## config.mk

```make
export PLATFORM = sky130hd
export DESIGN_NAME = binary_mul_share_arb
export DESIGN_NICKNAME = d
export VERILOG_FILES = /design/src/rtl/binary_mul_share_arb.sv
export SDC_FILE = /design/constraint.sdc
export NUM_CORES = 1
export LEC_CHECK = 0
export CORE_ASPECT_RATIO = 0.8
export CORE_UTILIZATION = 38
export DETAILED_ROUTE_END_ITERATION = 12
export HOLD_SLACK_MARGIN = 0.03
export PLACE_DENSITY = 0.87
export REMOVE_ABC_BUFFERS = 1
export SYNTH_ARGS = -nofsm -noshare
export SYNTH_HDL_FRONTEND = slang
export SYNTH_SLANG_ARGS = --single-unit
```

## constraint.sdc

```tcl
create_clock -name clk -period 4.2 [get_ports clk]
set_input_delay 0.42 -clock clk [delete_from_list [all_inputs] [get_ports clk]]
set_output_delay 0.42 -clock clk [all_outputs]
set_load 0.01 [all_outputs]
```

## src/rtl/binary_mul_share_arb.sv

```systemverilog
// Round-robin front end that time-shares one pipelined signed multiplier among
// NUM_REQ clients and steers each product back to its owner via a tag pipeline.
module binary_mul_share_arb #(
    parameter int unsigned NUM_REQ = 4,
    parameter int unsigned WIDTH   = 7,
    parameter int unsigned MUL_LAT = 1
) (
    input  logic                       clk,
    input  logic                       rst_n,
    input  logic [NUM_REQ-1:0]         req_valid,
    output logic [NUM_REQ-1:0]         req_ready,
    input  logic [NUM_REQ*WIDTH-1:0]   req_a,
    input  logic [NUM_REQ*WIDTH-1:0]   req_b,
    output logic [WIDTH-1:0]           mul_a,
    output logic [WIDTH-1:0]           mul_b,
    output logic                       mul_en,
    input  logic [2*WIDTH-2:0]         mul_p,
    output logic [NUM_REQ-1:0]         resp_valid,
    output logic [2*WIDTH-2:0]         resp_p,
    output logic                       busy,
    output logic [15:0]                issue_cnt
);

    localparam int unsigned IDW = $clog2(NUM_REQ);
    localparam int unsigned CW  = IDW + 1;

    typedef struct packed {
        logic           vld;
        logic [IDW-1:0] id;
    } tag_t;

    logic [IDW-1:0] ptr_q, ptr_d;
    logic [15:0]    issue_cnt_q, issue_cnt_d;
    logic           mul_en_q, mul_en_d;
    tag_t           tag_q [MUL_LAT];
    tag_t           tag_d [MUL_LAT];

    logic           found;
    logic [IDW-1:0] gnt_idx;
    logic [CW-1:0]  cand;

    // First valid requester at or after the pointer; no grants until mul_en is up,
    // which also keeps every handshake output quiet while in reset.
    always_comb begin
        found   = 1'b0;
        gnt_idx = '0;
        cand    = '0;
        for (int unsigned k = 0; k < NUM_REQ; k++) begin
            cand = {1'b0, ptr_q} + CW'(k);
            if (cand >= CW'(NUM_REQ)) begin
                cand = cand - CW'(NUM_REQ);
            end
            if (mul_en_q && !found && req_valid[cand[IDW-1:0]]) begin
                found   = 1'b1;
                gnt_idx = cand[IDW-1:0];
            end
        end
    end

    // Grant strobe and operand mux toward the multiplier.
    always_comb begin
        req_ready = '0;
        mul_a     = '0;
        mul_b     = '0;
        if (found) begin
            req_ready[gnt_idx] = 1'b1;
            mul_a = req_a[32'(gnt_idx)*WIDTH +: WIDTH];
            mul_b = req_b[32'(gnt_idx)*WIDTH +: WIDTH];
        end
    end

    // Next-state: pointer advance, issue counter, tag shift register.
    always_comb begin
        ptr_d       = ptr_q;
        issue_cnt_d = issue_cnt_q;
        mul_en_d    = 1'b1;
        for (int unsigned s = 0; s < MUL_LAT; s++) begin
            tag_d[s] = '0;
        end
        if (found) begin
            ptr_d       = (gnt_idx == IDW'(NUM_REQ - 1)) ? '0 : gnt_idx + IDW'(1);
            issue_cnt_d = issue_cnt_q + 16'd1;
        end
        tag_d[0].vld = found;
        tag_d[0].id  = gnt_idx;
        for (int unsigned s = 1; s < MUL_LAT; s++) begin
            tag_d[s] = tag_q[s-1];
        end
    end

    always_ff @(posedge clk or negedge rst_n) begin
        if (!rst_n) begin
            ptr_q       <= '0;
            issue_cnt_q <= '0;
            mul_en_q    <= 1'b0;
            for (int unsigned s = 0; s < MUL_LAT; s++) begin
                tag_q[s] <= '0;
            end
        end else begin
            ptr_q       <= ptr_d;
            issue_cnt_q <= issue_cnt_d;
            mul_en_q    <= mul_en_d;
            for (int unsigned s = 0; s < MUL_LAT; s++) begin
                tag_q[s] <= tag_d[s];
            end
        end
    end

    // Response decode straight from the last tag stage; product is a pass-through.
    always_comb begin
        resp_valid = '0;
        if (tag_q[MUL_LAT-1].vld) begin
            resp_valid[tag_q[MUL_LAT-1].id] = 1'b1;
        end
        busy = 1'b0;
        for (int unsigned s = 0; s < MUL_LAT; s++) begin
            busy = busy | tag_q[s].vld;
        end
    end

    assign resp_p    = mul_p;
    assign mul_en    = mul_en_q;
    assign issue_cnt = issue_cnt_q;

endmodule

```

==> impl_metrics.py <==
metrics = {
    "grt": {
        "overflow": 0,
        "grt_pass1_wl_um": 8280,
        "grt_max_degree": 33,
        "gr-usage-all-layers_pct": 21.04,
        "grt_antenna_before_repair": 0,
        "grt_pass1_vias": 1821,
    },
    "critical_path": {
        "worstPathCellList": "clkdlybuf4s50_1, or3b_1, a21oi_2, o221ai_1, a31oi_2, buf_12, a22oi_1, mux2i_1, clkdlybuf4s50_1",
        "start_kind": "input port",
        "critPathRequiredTime_ns": 3.78,
        "critPathLaunch": "req_valid[3]",
        "rrSetupSlack_ns": 1.84,
        "cp.arrival_ns": 3.28,
        "path_class": "input port to output port",
        "r2r_cells": 7,
        "end_kind": "output port",
        "r2r-end": "issue_cnt[15]",
        "cp_common_cell": "clkdlybuf4s50_1",
        "cp_slowest_cell": "clkdlybuf4s50_1",
        "critical_path.max_stage_delay_ns": 0.58,
        "cp_max_fo": 27,
        "rr_startpoint": "ptr_q[0]",
    },
    "power_and_ir_drop": {
        "clock_power_share_pct": 10.3,
        "vdd_drop_max_mv": 0.3874,
        "swShare_pct": 40.91,
        "seqPwrFrac_pct": 20.3,
        "p_int_uw": 1110,
        "p_switching_uw": 768.8,
        "total_power_uw": 1879,
        "p_per_area_nw_per_um2": 672.9,
        "comb_power_share_pct": 69.4,
        "p_leak_uw": 0.001114,
    },
    "synth": {
        "synth.top_cell.area_share_pct": 30.92,
        "synth_top_family_by_area": "compound AO/OA/AOI/OAI gates",
        "synth.distinct_cells": 46,
        "muxShareOfSynthArea_pct": 8.995,
        "synthAdderAreaFrac_pct": 1.405,
        "dominantRegCellSynth": "dfrtp_1",
        "ys_seq_area_share_pct": 30.92,
        "ys_warn_count": 0,
        "synth_top_area_cell": "dfrtp_1",
        "syn_inst": 185,
        "synth_compound_area_share_pct": 20.87,
        "synthArstFlopShare_pct": 100.0,
        "syn-cell-area_um2": 1780,
        "ys_top_cells_by_area": "dfrtp_1, a22oi_1, mux2i_1",
        "synth_edf_count": 0,
        "ys_ff_latch": 22,
        "avgSynthCellArea_um2": 9.624,
        "synth-simple-area-share_pct": 17.64,
        "synth_xor_area_share_pct": 7.379,
    },
    "placed_design": {
        "gp_congestion": 0.8149,
        "hpwl_um": 4012,
        "placed_area_um2": 2721,
        "port_buffers": 101,
    },
    "clock_network": {
        "clock_path_buffers": 2,
        "h-tree-depth": 1,
        "cts_hold_buf": 0,
        "clock-sinks": 22,
        "cts_root_buffer": "clkbuf_8",
        "postCtsSetupRepairBufs": 0,
        "cts_buffers": 3,
        "path_clk_slew_ns": 0.08,
        "tritoncts": "yes",
        "clkLatencyLatePin_ns": 0.26,
        "cts.repair.resized": 0,
    },
    "floorplanning": {
        "start_util_pct": 41.07,
        "die-area_um2": 4965,
        "die_h_um": 63.23,
        "core-area_um2": 4335,
        "io_pins": 128,
        "std_cell_rows": 21,
        "die-width_um": 78.53,
    },
    "min_path": {
        "worstHoldPathType": "flip-flop to flip-flop",
        "whs_endpoint": "issue_cnt[15]",
        "min_path_cells": 1,
        "hp-start": "issue_cnt[15]",
    },
    "drt": {
        "dr.pass1.iters": 4,
        "wl_per_cell_um": 15.57,
        "drtAntennaViolNets": 0,
        "drc_errors": 0,
        "via_per_inst": 5.495,
        "wirelength_um": 5091,
        "vias": 1797,
        "drt_iter0_markers": 68,
    },
    "final_layout": {
        "nFillCells": 347,
        "fin_nets": 348,
        "drive_above_1_share_pct": 7.407,
        "finalInstanceArea_um2": 2793,
        "postLayoutCoreUtil_pct": 64.42,
        "n_antenna_cell": 0,
        "synthToLayoutAreaGrowth_pct": 56.85,
    },
    "timing": {
        "setup_viol": 0,
        "tightest_slew_ns": 0.9181,
        "drv_slew": 0,
        "post-route-period-util_pct": 87.98,
        "clock_skew_ns": 0.003453,
        "finalHoldViolations": 0,
        "rsz0062_at_grt": "false",
        "fin_crit_ns": 3.695,
        "timing.fmax_ghz": 0.2706,
        "maxSlewHeadroom_pct": 38.60,
        "fin_setup_tns_ns": 0,
    },
    "flow_run": {
        "cap_violations": 0,
    },
    "outcome": {
        "status": "finished, final reports clean",
    },
}
worst max-delay path, delay by kind of cell:
kind,cells,cell delay (ns)
AOI/OAI and AO/OA,4,0.95
buffers and inverters,3,1.35
muxes,1,0.16
and+or+nand+nor,1,0.39
layer usage:
| metal | vias to the layer above | global-route usage (%) | share of wire (%) |
|---|---|---|---|
| li1 | 847 | - | - |
| met1 | 851 | 23.87 | 40 |
| met2 | 91 | 36.30 | 50 |
| met3 | 8 | 8.406 | 8.7 |
| met4 | 0 | 5.787 | 1.5 |
| met5 | - | 0 | 0 |
power groups by stage:
stage                     registers (µW)  logic [µW]  clock network, µW
after floorplan                      378         652                  0
after global placement               375        1280                  0
after detailed placement             380        1300                  0
after CTS                            378        1310                197
after global routing                 392        1410                209
final                                381        1300                193
cell families after synthesis:
logic type,count (synthesis)
AOI/OAI and AO/OA,46
adders and majority gates,2
muxes,16
xor gates and xnor gates,15
other,1
and+or+nand+nor,53
DFF,22
buffers and inverters,30
sequential cells by signal (all words and copies together), names as in the netlist:
name	count
ptr_q	2
tag_q	2
mul_en	1
issue_cnt	16
busy	1
how the worst max path moves through the flow:
stage	to	cells after the start
2_1_floorplan	mul_a[0]	6
3_3_place_gp	mul_a[5]	9
5_1_grt	mul_b[0]	9
4_1_cts	mul_a[5]	9
3_5_place_dp	mul_a[5]	9
6_report	mul_a[5]	9
cell usage in the layout (no fill, tap or decap), types with 2 or more instances in the layout:
cell type,instances
a22oi_1,28
a32oi_1,2
and3_1,6
buf_4,4
clkbuf_8,3
clkdlybuf4s50_1,101
dfrtp_1,22
ha_1,2
inv_1,4
mux2i_1,16
nand2_1,15
nand2b_1,2
nand3_1,7
nand3b_1,2
nand4_1,3
nor2_1,4
nor2b_1,3
nor3_1,2
xnor2_1,11
xor2_1,4
synthesized netlist by cell type (3+ instances only):
cell,number
a22oi_1,28
dfrtp_1,22
buf_4,17
mux2i_1,16
nand2_1,15
xnor2_1,11
nand3_1,7
and3_1,6
buf_6,6
inv_1,4
nor2_1,4
xor2_1,4
a32oi_1,3
nand4_1,3
nor2b_1,3
cell type report:
| type | count | area [µm²] | area share [%] |
|---|---|---|---|
| timing repair buffer | 106 | 1061 | 37.99 |
| multi-input combinational | 133 | 1020 | 36.51 |
| sequential | 22 | 550.5 | 19.71 |
| tap | 57 | 71.32 | 2.554 |
| clock buffer | 3 | 41.29 | 1.478 |
| clock inverter | 1 | 30.03 | 1.075 |
| inverter | 5 | 18.77 | 0.6720 |
through the flow:
stage,hold WS (ns),instances,setup slack [ns]
3_5_place_dp,0.4647,323,0.5410
3_3_place_gp,0.4637,323,0.6581
4_1_cts,0.4802,327,0.4933
5_1_grt,0.4895,327,0.2769
6_report,0.4790,327,0.5047
2_1_floorplan,0.1244,160,0.8401
No activity file was read; power rests on OpenSTA's default activity.
==> patch, RTL diff (config.mk and constraints unchanged) <==
Put one more register stage on the output `issue_cnt`, without a reset. The value now appears one clock later. The other outputs are not delayed to match.
--- a/src/rtl/binary_mul_share_arb.sv
+++ b/src/rtl/binary_mul_share_arb.sv
@@ -121,5 +121,7 @@
     assign resp_p    = mul_p;
     assign mul_en    = mul_en_q;
-    assign issue_cnt = issue_cnt_q;
+    always_ff @(posedge clk) begin
+        issue_cnt <= issue_cnt_q;
+    end
 
 endmodule
Function: changed (Yosys sat finds a counterexample within 4 cycles, from zero or initial values and one cycle with rst_n low).
==> patch against the unedited design <==
Sequential cell count rose by 16. Clock skew is 2.4 ps higher. Total power rose by 13%. Register-to-register slack worse by 20 ps. Critical endpoint is now mul_b[6]. Setup slack gained 40 ps. Wire length shrank 0.65%. Synthesized area increased by 21%. Cell area grew 15%. Die area increased by 21%.
==> patch: results (changes against the unedited design) <==
The worst register-to-register path ends at ptr_q[1]$_DFFE_PN0P_. The part of the Yosys area used for sequential elements is 40.35% (+9.4 points). The critical path arrival came out at 3230 ps (-50 ps).

The worst slew margin relative to its limit came out at 35.84% (-2.8 points). The DRC violation total after the first TritonRoute iteration came out at 79 (+16%). The path with the worst hold slack has its endpoint at issue_cnt[15]$_DFF_P_.

The maximum clock frequency came out at 273.6 MHz (+1.1%). The buffer levels on the longest clock path came out at 2 (unchanged). The detailed-route wire length on metal 1 is 1985 µm (-2.2%). The number of instances on the worst hold path came out at 0 (-1). The global routing usage summed across all routing layers is 17.85% (-3.2 points). The number of cells on the worst reg-to-reg path came out at 6 (-1). The share of total power in combinational logic came out at 59.0% (-10 points). The maximum resistive drop on vdd came out at 0.3116 mV (-20%). The reg-to-reg setup timing slack is 1820 ps (-20 ps). The share of async-settable or async-resettable flops after synthesis is 57.89% (-42 points). The detailed placer's ending HPWL came to 3901 µm (-2.7%).

The power consumption is 2.131 mW (+13%). The global placer's final weighted congestion came out at 0.7960 (-2.3%). The depth of the CTS H-tree is 2 (+1). The number of nets in the layout is 360 (+3.4%). The maximum net fanout on the critical path was 24 (-11%). The instance count after placement with tap cells included came out at 354 (+9.6%).

The met1 routing resource usage after global routing is 20.38% (-3.5 points). The capture point of the worst path is mul_b[6]. The flow ran to the end, and the final reports show no timing, DRC or antenna violations. The fraction of met2 tracks used by global routing came out at 30.78% (-5.5 points). The clock latency of the later-clocked register in the worst-skew pair is 280 ps (+20 ps). The part of the total power dissipated in the clock network came out at 15.2% (+4.9 points).

The maximum clock skew at final layout was 5.864 ps (+2.412 ps). The total leakage power came out at 1.271 nW (+14%). The power spent charging and discharging nets is 0.7748 mW (+0.78%). The worst slack at placement was 541.8 ps (+0.7640 ps). The via count of the first global-routing pass is 1,826 (+0.27%).

The share of layout cells above drive strength 1 is 9.155% (+1.7 points). After synthesis, the most frequently instantiated cells are a22oi_1, dfrtp_1, buf_4, dfxtp_1, mux2i_1. The distinct cell type count of the synthesized netlist came to 46 (unchanged). The worst hold path begins at issue_cnt_q[15]$_DFFE_PN0P_.

The final routed wirelength across all metal layers came to 5058 µm (-0.65%). The met2 wire length came to 2505 µm (-1.5%). The wire length of the first global-routing pass is 8418 µm (+1.7%). The average footprint of a synthesized cell was 10.90 µm² (+13%). The met3 global-route usage is 7.143% (-1.3 points). After synthesis, the cell types taking the most area are dfrtp_1, dfxtp_1, a22oi_1.
patch: cell count changes in the layout (fill, tap and decap cells not counted), sizes merged, moves of 3 or more:
cell	delta
and4	+3
and2	+3
clkbuf	+5
nand2	-7
dfxtp	+16
a32oi	-3
patch: cell type report:
cell class / count / area [µm²]
repair buffers: 104 / 1046
well taps: 78 / 97.59
inverters: 3 / 11.26
fillers: 481 / 2260
multi-input cells: 131 / 1047
flip-flops and latches: 38 / 870.8
clock buffers: 8 / 132.6
patch: cell families after synthesis:
logic type	Yosys count	synth area share, %
flip-flops	38	40.35
other	1	0.1737
AO/OA/AOI/OAI	44	17.28
adder cells (fa/ha/maj)	2	1.159
AND/OR/NAND/NOR	51	15.07
multiplexers	18	8.464
buffers and inverters	29	11.42
XOR/XNOR	15	6.087
patch: stage by stage:
stage	area [µm²]	hold slack, ps	util, %
floorplan	1923	124.4	-
global placement	3073	380.8	56.23
detailed placement	3073	382.9	56.23
CTS	3206	398.7	58.65
global route	3206	404.5	58.65
finish	3206	393.8	58.65
